### src/rtl/reg_bank_router_pkg.sv
// Shared constants for reg_bank_router: FSM state encodings and an index-width helper.
package reg_bank_router_pkg;

  localparam logic [1:0] StIdle    = 2'd0;
  localparam logic [1:0] StWait    = 2'd1;
  localparam logic [1:0] StResp    = 2'd2;
  localparam logic [1:0] StRelease = 2'd3;

  // Bits needed to index n items, never less than 1 so single-bank builds keep a legal vector.
  function automatic int unsigned idx_width(input int unsigned n);
    int unsigned w;
    w = 1;
    for (int unsigned i = 1; i < 32; i++) begin
      if ((64'd1 << i) < 64'(n)) w = i + 1;
    end
    return w;
  endfunction

endpackage

### src/rtl/reg_bank_router_decode.sv
// Combinational upstream address decode: bank index, one-hot bank select and out-of-range flag.
module reg_bank_router_decode
  import reg_bank_router_pkg::*;
#(
  parameter int unsigned ADDR_WIDTH     = 16,
  parameter int unsigned NUM_BANKS      = 4,
  parameter int unsigned BANK_ADDR_BITS = 8,
  localparam int unsigned IdxW          = idx_width(NUM_BANKS)
) (
  input  logic [ADDR_WIDTH-1:0] address,
  output logic [IdxW-1:0]       idx,
  output logic [NUM_BANKS-1:0]  onehot,
  output logic                  out_of_range
);

  logic [ADDR_WIDTH-1:0] bank_num;

  assign bank_num     = address >> BANK_ADDR_BITS;
  assign out_of_range = (bank_num >= ADDR_WIDTH'(NUM_BANKS));
  assign idx          = bank_num[IdxW-1:0];

  always_comb begin
    onehot = '0;
    if (!out_of_range) onehot[idx] = 1'b1;
  end

endmodule

### src/rtl/reg_bank_router.sv
// Routes one upstream register transaction at a time to one of NUM_BANKS banks.
// Optional bank-response timeout enabled by defining REG_ROUTER_TIMEOUT_EN.
module reg_bank_router
  import reg_bank_router_pkg::*;
#(
  parameter int unsigned ADDR_WIDTH     = 16,
  parameter int unsigned DATA_WIDTH     = 32,
  parameter int unsigned NUM_BANKS      = 4,
  parameter int unsigned BANK_ADDR_BITS = 8,
  parameter int unsigned TIMEOUT_CYCLES = 256
) (
  input  logic                            i_axi_clk,
  input  logic                            i_axi_rst,
  input  logic [ADDR_WIDTH-1:0]           i_reg_address,
  input  logic                            i_reg_in_rdy,
  input  logic [DATA_WIDTH-1:0]           i_reg_in_data,
  output logic                            o_reg_in_ack,
  input  logic                            i_reg_out_req,
  output logic                            o_reg_out_rdy,
  output logic [DATA_WIDTH-1:0]           o_reg_out_data,
  output logic                            o_reg_invalid_addr,
  output logic [BANK_ADDR_BITS-1:0]       o_bank_address,
  output logic [DATA_WIDTH-1:0]           o_bank_in_data,
  output logic [NUM_BANKS-1:0]            o_bank_in_rdy,
  input  logic [NUM_BANKS-1:0]            i_bank_in_ack,
  output logic [NUM_BANKS-1:0]            o_bank_out_req,
  input  logic [NUM_BANKS-1:0]            i_bank_out_rdy,
  input  logic [NUM_BANKS*DATA_WIDTH-1:0] i_bank_out_data,
  input  logic [NUM_BANKS-1:0]            i_bank_invalid_addr
);

  localparam int unsigned IdxW = idx_width(NUM_BANKS);

  logic [1:0]                state_q, state_d;
  logic                      wr_q, wr_d;
  logic [IdxW-1:0]           idx_q, idx_d;
  logic [NUM_BANKS-1:0]      sel_q, sel_d;
  logic [BANK_ADDR_BITS-1:0] offs_q, offs_d;
  logic [DATA_WIDTH-1:0]     wdata_q, wdata_d;
  logic [DATA_WIDTH-1:0]     rdata_q, rdata_d;
  logic                      inv_q, inv_d;

  logic [IdxW-1:0]           dec_idx;
  logic [NUM_BANKS-1:0]      dec_onehot;
  logic                      dec_oor;
  logic                      ack_hit;
  logic                      bank_inv;
  logic [DATA_WIDTH-1:0]     bank_rdata;
  logic                      timeout;

  reg_bank_router_decode #(
    .ADDR_WIDTH     (ADDR_WIDTH),
    .NUM_BANKS      (NUM_BANKS),
    .BANK_ADDR_BITS (BANK_ADDR_BITS)
  ) u_decode (
    .address      (i_reg_address),
    .idx          (dec_idx),
    .onehot       (dec_onehot),
    .out_of_range (dec_oor)
  );

  // Only the selected bank's answer in the serviced direction counts.
  assign ack_hit    = wr_q ? |(i_bank_in_ack & sel_q) : |(i_bank_out_rdy & sel_q);
  assign bank_inv   = i_bank_invalid_addr[idx_q];
  assign bank_rdata = i_bank_out_data[idx_q*DATA_WIDTH +: DATA_WIDTH];

`ifdef REG_ROUTER_TIMEOUT_EN
  localparam int unsigned CntW = idx_width(TIMEOUT_CYCLES);

  logic [CntW-1:0] cnt_q, cnt_d;

  assign cnt_d   = (state_q == StWait) ? cnt_q + 1'b1 : '0;
  assign timeout = (cnt_q == CntW'(TIMEOUT_CYCLES - 1));

  always_ff @(posedge i_axi_clk or negedge i_axi_rst) begin
    if (!i_axi_rst) cnt_q <= '0;
    else            cnt_q <= cnt_d;
  end
`else
  assign timeout = 1'b0;
`endif

  always_comb begin
    state_d = state_q;
    wr_d    = wr_q;
    idx_d   = idx_q;
    sel_d   = sel_q;
    offs_d  = offs_q;
    wdata_d = wdata_q;
    rdata_d = rdata_q;
    inv_d   = inv_q;
    case (state_q)
      StIdle: begin
        if (i_reg_in_rdy || i_reg_out_req) begin
          wr_d    = i_reg_in_rdy;
          idx_d   = dec_idx;
          sel_d   = dec_onehot;
          offs_d  = i_reg_address[BANK_ADDR_BITS-1:0];
          wdata_d = i_reg_in_data;
          rdata_d = '0;
          inv_d   = dec_oor;
          state_d = dec_oor ? StResp : StWait;
        end
      end
      StWait: begin
        // A real answer beats a timeout landing in the same cycle.
        if (ack_hit) begin
          inv_d   = bank_inv;
          rdata_d = wr_q ? '0 : bank_rdata;
          state_d = StResp;
        end else if (timeout) begin
          inv_d   = 1'b1;
          rdata_d = '0;
          state_d = StResp;
        end
      end
      StResp: state_d = StRelease;
      default: begin
        if (wr_q ? !i_reg_in_rdy : !i_reg_out_req) state_d = StIdle;
      end
    endcase
  end

  always_ff @(posedge i_axi_clk or negedge i_axi_rst) begin
    if (!i_axi_rst) begin
      state_q <= StIdle;
      wr_q    <= 1'b0;
      idx_q   <= '0;
      sel_q   <= '0;
      offs_q  <= '0;
      wdata_q <= '0;
      rdata_q <= '0;
      inv_q   <= 1'b0;
    end else begin
      state_q <= state_d;
      wr_q    <= wr_d;
      idx_q   <= idx_d;
      sel_q   <= sel_d;
      offs_q  <= offs_d;
      wdata_q <= wdata_d;
      rdata_q <= rdata_d;
      inv_q   <= inv_d;
    end
  end

  assign o_bank_address     = offs_q;
  assign o_bank_in_data     = wdata_q;
  assign o_bank_in_rdy      = (state_q == StWait && wr_q)  ? sel_q : '0;
  assign o_bank_out_req     = (state_q == StWait && !wr_q) ? sel_q : '0;
  assign o_reg_in_ack       = (state_q == StResp) && wr_q;
  assign o_reg_out_rdy      = (state_q == StResp) && !wr_q;
  assign o_reg_out_data     = (state_q == StResp) ? rdata_q : '0;
  assign o_reg_invalid_addr = (state_q == StResp) && inv_q;

endmodule

### config.mk
export PLATFORM = sky130hd
export DESIGN_NAME = reg_bank_router
export DESIGN_NICKNAME = d
export VERILOG_FILES = /design/src/rtl/reg_bank_router_pkg.sv /design/src/rtl/reg_bank_router_decode.sv /design/src/rtl/reg_bank_router.sv
export SDC_FILE = /design/constraint.sdc
export NUM_CORES = 1
export LEC_CHECK = 0
export ABC_AREA = 1
export CORE_MARGIN = 5
export CORE_UTILIZATION = 51
export DETAILED_ROUTE_END_ITERATION = 12
export DONT_BUFFER_PORTS = 1
export PLACE_DENSITY = 0.7
export SLEW_MARGIN = 0
export SYNTH_ARGS = -nofsm -noshare
export SYNTH_HDL_FRONTEND = slang
export SYNTH_HIERARCHICAL = 1
export SYNTH_SLANG_ARGS = --single-unit
### constraint.sdc
create_clock -name i_axi_clk -period 2 [get_ports i_axi_clk]
set_input_delay 0.6 -clock i_axi_clk [delete_from_list [all_inputs] [get_ports i_axi_clk]]
set_output_delay 0.6 -clock i_axi_clk [all_outputs]
set_load 0.01 [all_outputs]
==> results of run 1 <==
## routing by layer
metal,track usage (%),part of all wire [%]
met2,40.5,50
met5,0,0
met4,7.57,1.9
met3,5.74,7.2
met1,31.6,41
## worst max-delay path: cells and delay by family, from the launching register on
kind          cells  cell delay (ns)
flops             1             0.43
buf+inv           3             0.29
fa+ha+maj         1             0.18
simple gates      1             0.13
## final timing paths
kind,start,to,cells past startpoint
worst min-delay path,i_axi_rst,rdata_q[6],0
worst min register to register,rdata_q[20],rdata_q[20],2
min in group i_axi_clk,i_reg_in_data[10],o_bank_in_data[10],1
worst max register to register,state_q[0],state_q[1],12
max in group asynchronous,i_axi_rst,idx_q[0],0
worst max-delay path,state_q[0],o_reg_out_rdy,5
## registers in the layout, indices dropped and copies added (netlist names)
signal / count
idx_q: 2
inv_q: 1
o_bank_address: 8
o_bank_in_data: 32
rdata_q: 32
sel_q: 4
state_q: 2
wr_q: 1
## cell usage after synthesis, drive strengths merged
library cell and number:
nand2 293, inv 53, nand3 76, dfrtp 82, a21oi 40, mux2 40
o31ai 1, buf 33, clkbuf 12, o21ai 2, nor2 63, ha 4
clkinv 1
## power by group through the flow
stage	clock network (mW)	registers [mW]	logic, mW
final	1.27	3.27	4.54
after global routing	1.37	3.37	5.12
after CTS	1.30	3.28	4.44
after detailed placement	0	3.29	4.20
after global placement	0	3.27	4.03
after floorplan	0	3.07	3.48
## area by class of cell
| class | instances | area, sq um | share of cell area [%] |
|---|---|---|---|
| multi-input combinational | 520 | 2620 | 48.1 |
| clock buffer | 9 | 124 | 2.28 |
| sequential | 82 | 2060 | 37.8 |
| inverter | 54 | 203 | 3.73 |
| tap | 133 | 166 | 3.06 |
| clock inverter | 7 | 83.8 | 1.54 |
| timing repair buffer | 19 | 188 | 3.45 |
## timing repair
item                                   4_1_cts  5_1_grt
cloned                                       0        1
pin swaps                                    2        3
buffers inserted                             2        1
endpoints found under the hold margin       82       82
setup endpoints to repair                   43       62
gates resized for setup                     39       30
## kinds of logic (layout without fill, tap and decap cells)
logic type      Yosys count  after routing  synth area share (%)
buf+inv                  99             89                  9.24
simple gates            432            433                  35.5
compound gates           43             43                  4.34
flops                    82             82                  40.9
mux                      40             40                  8.99
fa+ha+maj                 4              4                 0.999
==> run metrics, run 1 <==
TNS Setup=0 ns; CTS clock-pin slew for the worst setup and hold paths=0.09 ns; flop-to-flop setup slack=0.13 ns; largest net degree at the start of global routing=83; Mapped Cells=700; die height=109 um; Die W=109 um; Worst setup EP type=output pin; pre-CTS WS=0.135 ns; die area=11900 sq um; Final Cycle Share=99.8%; clock buffer depth=2; final wirelength=14800 um; GP Congestion=0.912; std cell rows=36; vias per inst=5.47; CTS H-Tree Depth=3; critical path arrival=1.40 ns; CTS Buf Count=9; share of cells above drive strength 1=20.5%; mean area per synthesized cell=7.16 sq um; crit path cell chain=inv_2 > ha_4 > buf_8 > inv_1 > nor2_2; Post-Syn Area=5010 sq um; Synth area leader=dfrtp_1; Pre-antenna DRT Iters=5; Routed Antenna Nets=0; number of top-level pins=275; routed wire length per instance=17.9 um; total number of vias=4505; CP max stage cell=dfrtp_2; commonest non-fill, non-tap cells in the layout=290 x nand2_1, 79 x dfrtp_1, 74 x nand3_1, 47 x nor2_1; Lkg Pwr=2.84 nW; hpwl dp=10900 um; clock sinks=82; cell area after layout=5440 sq um; Starting Density=51.7%; total grt overflow=0; vias in the first global route=4576; worst hold-check slack=-0.0688 ns; antenna diode count=0; Yosys top cell area share=40.9%; status=finished, violations left; final core occ=56.1%; register bit total from synthesis=82; root buffer cell=clkbuf_8; Max Cap Violations=0; YS warnings=6; NetSw=4.32 mW; RSZ-0062 raised after global routing=true; Worst-Skew Late Latency=0.35 ns; top cells by area, synth=dfrtp_1 41%, nand2_1 22%, mux2_2 9.0%; CTS tree=yes; Switching Share=47.5%; CP Class=reg2out; Worst Tran Pin Value=0.456 ns; Seq pwr share=36.0%; Setup Viol. Count Final=0; core box area=9680 sq um; GRT Total Usage=24.4%; maximum clock frequency=501 MHz; combinational power share=50.0%; Slew Viols, Final=0; number of antenna violations at the first check in global routing=0; minimum clock period=2.00 ns; number of nets in the layout=882; Critical Path RT=1.40 ns; crit start category=register; first-pass GRT wire length=22700 um; failing checks=hold timing; Area after DPL=5060 sq um; Setup Skew=0.00744 ns; detailed-route DRC error count=0; fillers=930; syn_nets=896; area delta synth->final=8.49%; PD cells=1670 nW/um^2; register area share after synthesis=40.9%; Initial DRC Count=298; Largest stage delay, worst path=0.43 ns; Buffers on Ports=0; non-filler cells, final=824; Tot Pwr=9.08 mW; HP Class=in2async; commonest non-fill, non-tap cell in the layout=nand2_1; Clock power frac=14.0%; placed cell count=804; internal power=4.77 mW; CP max FO=13; peak supply drop=1.08 mV; Synth cell types=23; Final Hold Viols=82; Setup WS post-layout=0.00483 ns; Rel. slew slack=69.6%
Power figures use the tool's default switching activity.
==> inputs of run 2 (changes only) <==
CORE_ASPECT_RATIO = 1.75   (was default)
PLACE_DENSITY = 0.66   (was 0.7)
==> run 2 against run 1 <==
Effect of this change: the run still ends with hold timing left; clock skew down 0.00076 ns; cell count decreased by 1.1%; core utilization increased by 0.56 points; via count shrank 2.5%; sequential share of layout area is 0.55 points lower; worst hold slack better by 0.028 ns; flip-flop and latch count stayed put; register-to-register slack gained 0.04 ns; sequential power is essentially flat; total power increased by 2.9%; clock-buffer cell count is the same; first-iteration DRC count down 22%; critical path type unchanged; critical endpoint is now o_bank_in_rdy[0]; largest power group unchanged.
==> run metrics, run 2 (same netlist as run 1, synthesis figures left out) <==
largest net degree at the start of global routing=83 (unchanged); crit start category=register (unchanged); minimum clock period=1.96 ns (was 2.00 ns); die area=12000 sq um (was 11900 sq um); CP bufs+invs=1 (was 3); Slew Viols, Final=0 (unchanged); failing checks=hold timing (unchanged); share of cells above drive strength 1=17.5% (was 20.5%); area delta synth->final=10.1% (was 8.49%); Critical Path RT=1.40 ns (about the same); fillers=953 (was 930); final wirelength=14100 um (was 14800 um); first-pass GRT wire length=22000 um (was 22700 um); peak supply drop=0.984 mV (was 1.08 mV); commonest non-fill, non-tap cells in the layout=289 x nand2_1, 79 x dfrtp_1, 74 x nand3_1, 47 x nor2_1 (was 290 x nand2_1, 79 x dfrtp_1, 74 x nand3_1, 47 x nor2_1); core box area=9730 sq um (was 9680 sq um); crit path cell chain=inv_4 > ha_4 > nand2_4 > nor2_4 (was inv_2 > ha_4 > buf_8 > inv_1 > nor2_2); placed cell count=797 (was 804); detailed-route DRC error count=0 (unchanged); Final Hold Viols=82 (unchanged); Worst-Skew Late Latency=0.33 ns (was 0.35 ns); vias per inst=5.39 (was 5.47); TNS Setup=0 ns (unchanged); Worst Tran Pin Value=0.437 ns (was 0.456 ns); Setup Skew=0.00668 ns (was 0.00744 ns); Starting Density=51.5% (was 51.7%); root buffer cell=clkbuf_16 (was clkbuf_8); pre-CTS WS=0.0497 ns (was 0.135 ns); R2R depth=9 (was 12); die height=141 um (was 109 um); Setup WS post-layout=0.0394 ns (was 0.00483 ns); clock sinks=82 (unchanged); worst hold-check slack=-0.0406 ns (was -0.0688 ns); Setup Viol. Count Final=0 (unchanged); Rel. slew slack=70.9% (was 69.6%); Initial DRC Count=231 (was 298); commonest non-fill, non-tap cell in the layout=nand2_1 (unchanged); GP Congestion=0.850 (was 0.912); maximum clock frequency=510 MHz (was 501 MHz); CTS tree=yes (unchanged); hpwl dp=10600 um (was 10900 um); CTS clock-pin slew for the worst setup and hold paths=0.06 ns (was 0.09 ns); non-filler cells, final=815 (was 824); RSZ-0062 raised after global routing=true (unchanged); crit-path leading delay family=flip-flops (unchanged); CTS Buf Count=9 (unchanged); total number of vias=4391 (was 4505); std cell rows=48 (was 36); Buffers on Ports=0 (unchanged); Tot Pwr=9.34 mW (was 9.08 mW); critical path arrival=1.36 ns (was 1.40 ns); PD cells=1690 nW/um^2 (was 1670 nW/um^2); Max Cap Violations=0 (unchanged); Routed Antenna Nets=0 (unchanged); number of nets in the layout=881 (was 882); CP max stage cell=dfrtp_2 (unchanged); Die W=84.9 um (was 109 um); final core occ=56.7% (was 56.1%); CP max FO=6 (was 13); antenna diode count=0 (unchanged); Largest stage delay, worst path=0.47 ns (was 0.43 ns); status=finished, violations left (unchanged); HP Class=in2async (unchanged); CP Class=reg2out (unchanged); Lkg Pwr=2.93 nW (was 2.84 nW); Worst setup EP type=output pin (unchanged); GRT Total Usage=22.6% (was 24.4%); clock buffer depth=2 (unchanged); Final Cycle Share=98.0% (was 99.8%); flop-to-flop setup slack=0.17 ns (was 0.13 ns); number of antenna violations at the first check in global routing=0 (unchanged); total grt overflow=0 (unchanged); Pre-antenna DRT Iters=4 (was 5); CTS H-Tree Depth=3 (unchanged); Reg2Reg Capture Point=rdata_q[15] (was state_q[1]); RR Startpoint=state_q[1] (was state_q[0]); routed wire length per instance=17.2 um (was 17.9 um); vias in the first global route=4445 (was 4576); number of top-level pins=275 (unchanged)
[run 2: timing repair]
action | in CTS | in global routing
hold endpoints to repair | 82 | 82
setup endpoints to repair | 43 | 60
pin swaps | 1 | 3
setup buffers | 1 | 0
cloned | 0 | 1
resized for setup | 34 | 19
[run 2: how the worst max path moves through the flow]
stage / from / end / slack, ns / cells past startpoint
detailed placement: state_q[1] / rdata_q[15] / 0.05 / 9
finish: state_q[1] / o_bank_in_rdy[0] / 0.04 / 4
CTS: state_q[0] / o_reg_out_data[30] / 0.005 / 5
floorplan: state_q[0] / o_reg_out_data[10] / 0.10 / 6
global placement: state_q[1] / inv_q / 0.18 / 9
global route: state_q[1] / o_bank_in_rdy[0] / -0.02 / 4
[run 2: area by class of cell]
type                    count  area [sq um]  share of cell area (%)
multi-input cells         520          2620                    47.6
flip-flops and latches     82          2060                    37.3
clock buffers               9           225                    4.08
inverters                  54           208                    3.77
repair buffers             18           171                    3.11
well taps                 125           156                    2.84
clock inverters             7          76.3                    1.38
[run 2: layer usage]
metal  share of wire, %  wire length, um  vias to the layer above  GRT usage [%]
met3                8.7             1220                       11           7.49
met1                 36             5120                     2019           25.7
met2                 54             7550                      206           39.9
met5                  0                0                        -              0
li1                   -                -                     2155              -
met4                1.1              157                        0           7.09
[run 2: report_power, final]
group / total, mW / switching, mW / internal [mW]
combinational: 4.41 / 2.76 / 1.65
sequential: 3.28 / 0.789 / 2.49
clock: 1.65 / 0.677 / 0.975
total: 9.34 / 4.23 / 5.11
[run 2: metrics by stage]
stage | instance area [sq um] | hold WS (ns)
floorplan | 5010 | 0.304
global placement | 5050 | 0.308
detailed placement | 5050 | 0.308
CTS | 5480 | -0.0575
global route | 5520 | -0.0678
finish | 5520 | -0.0406
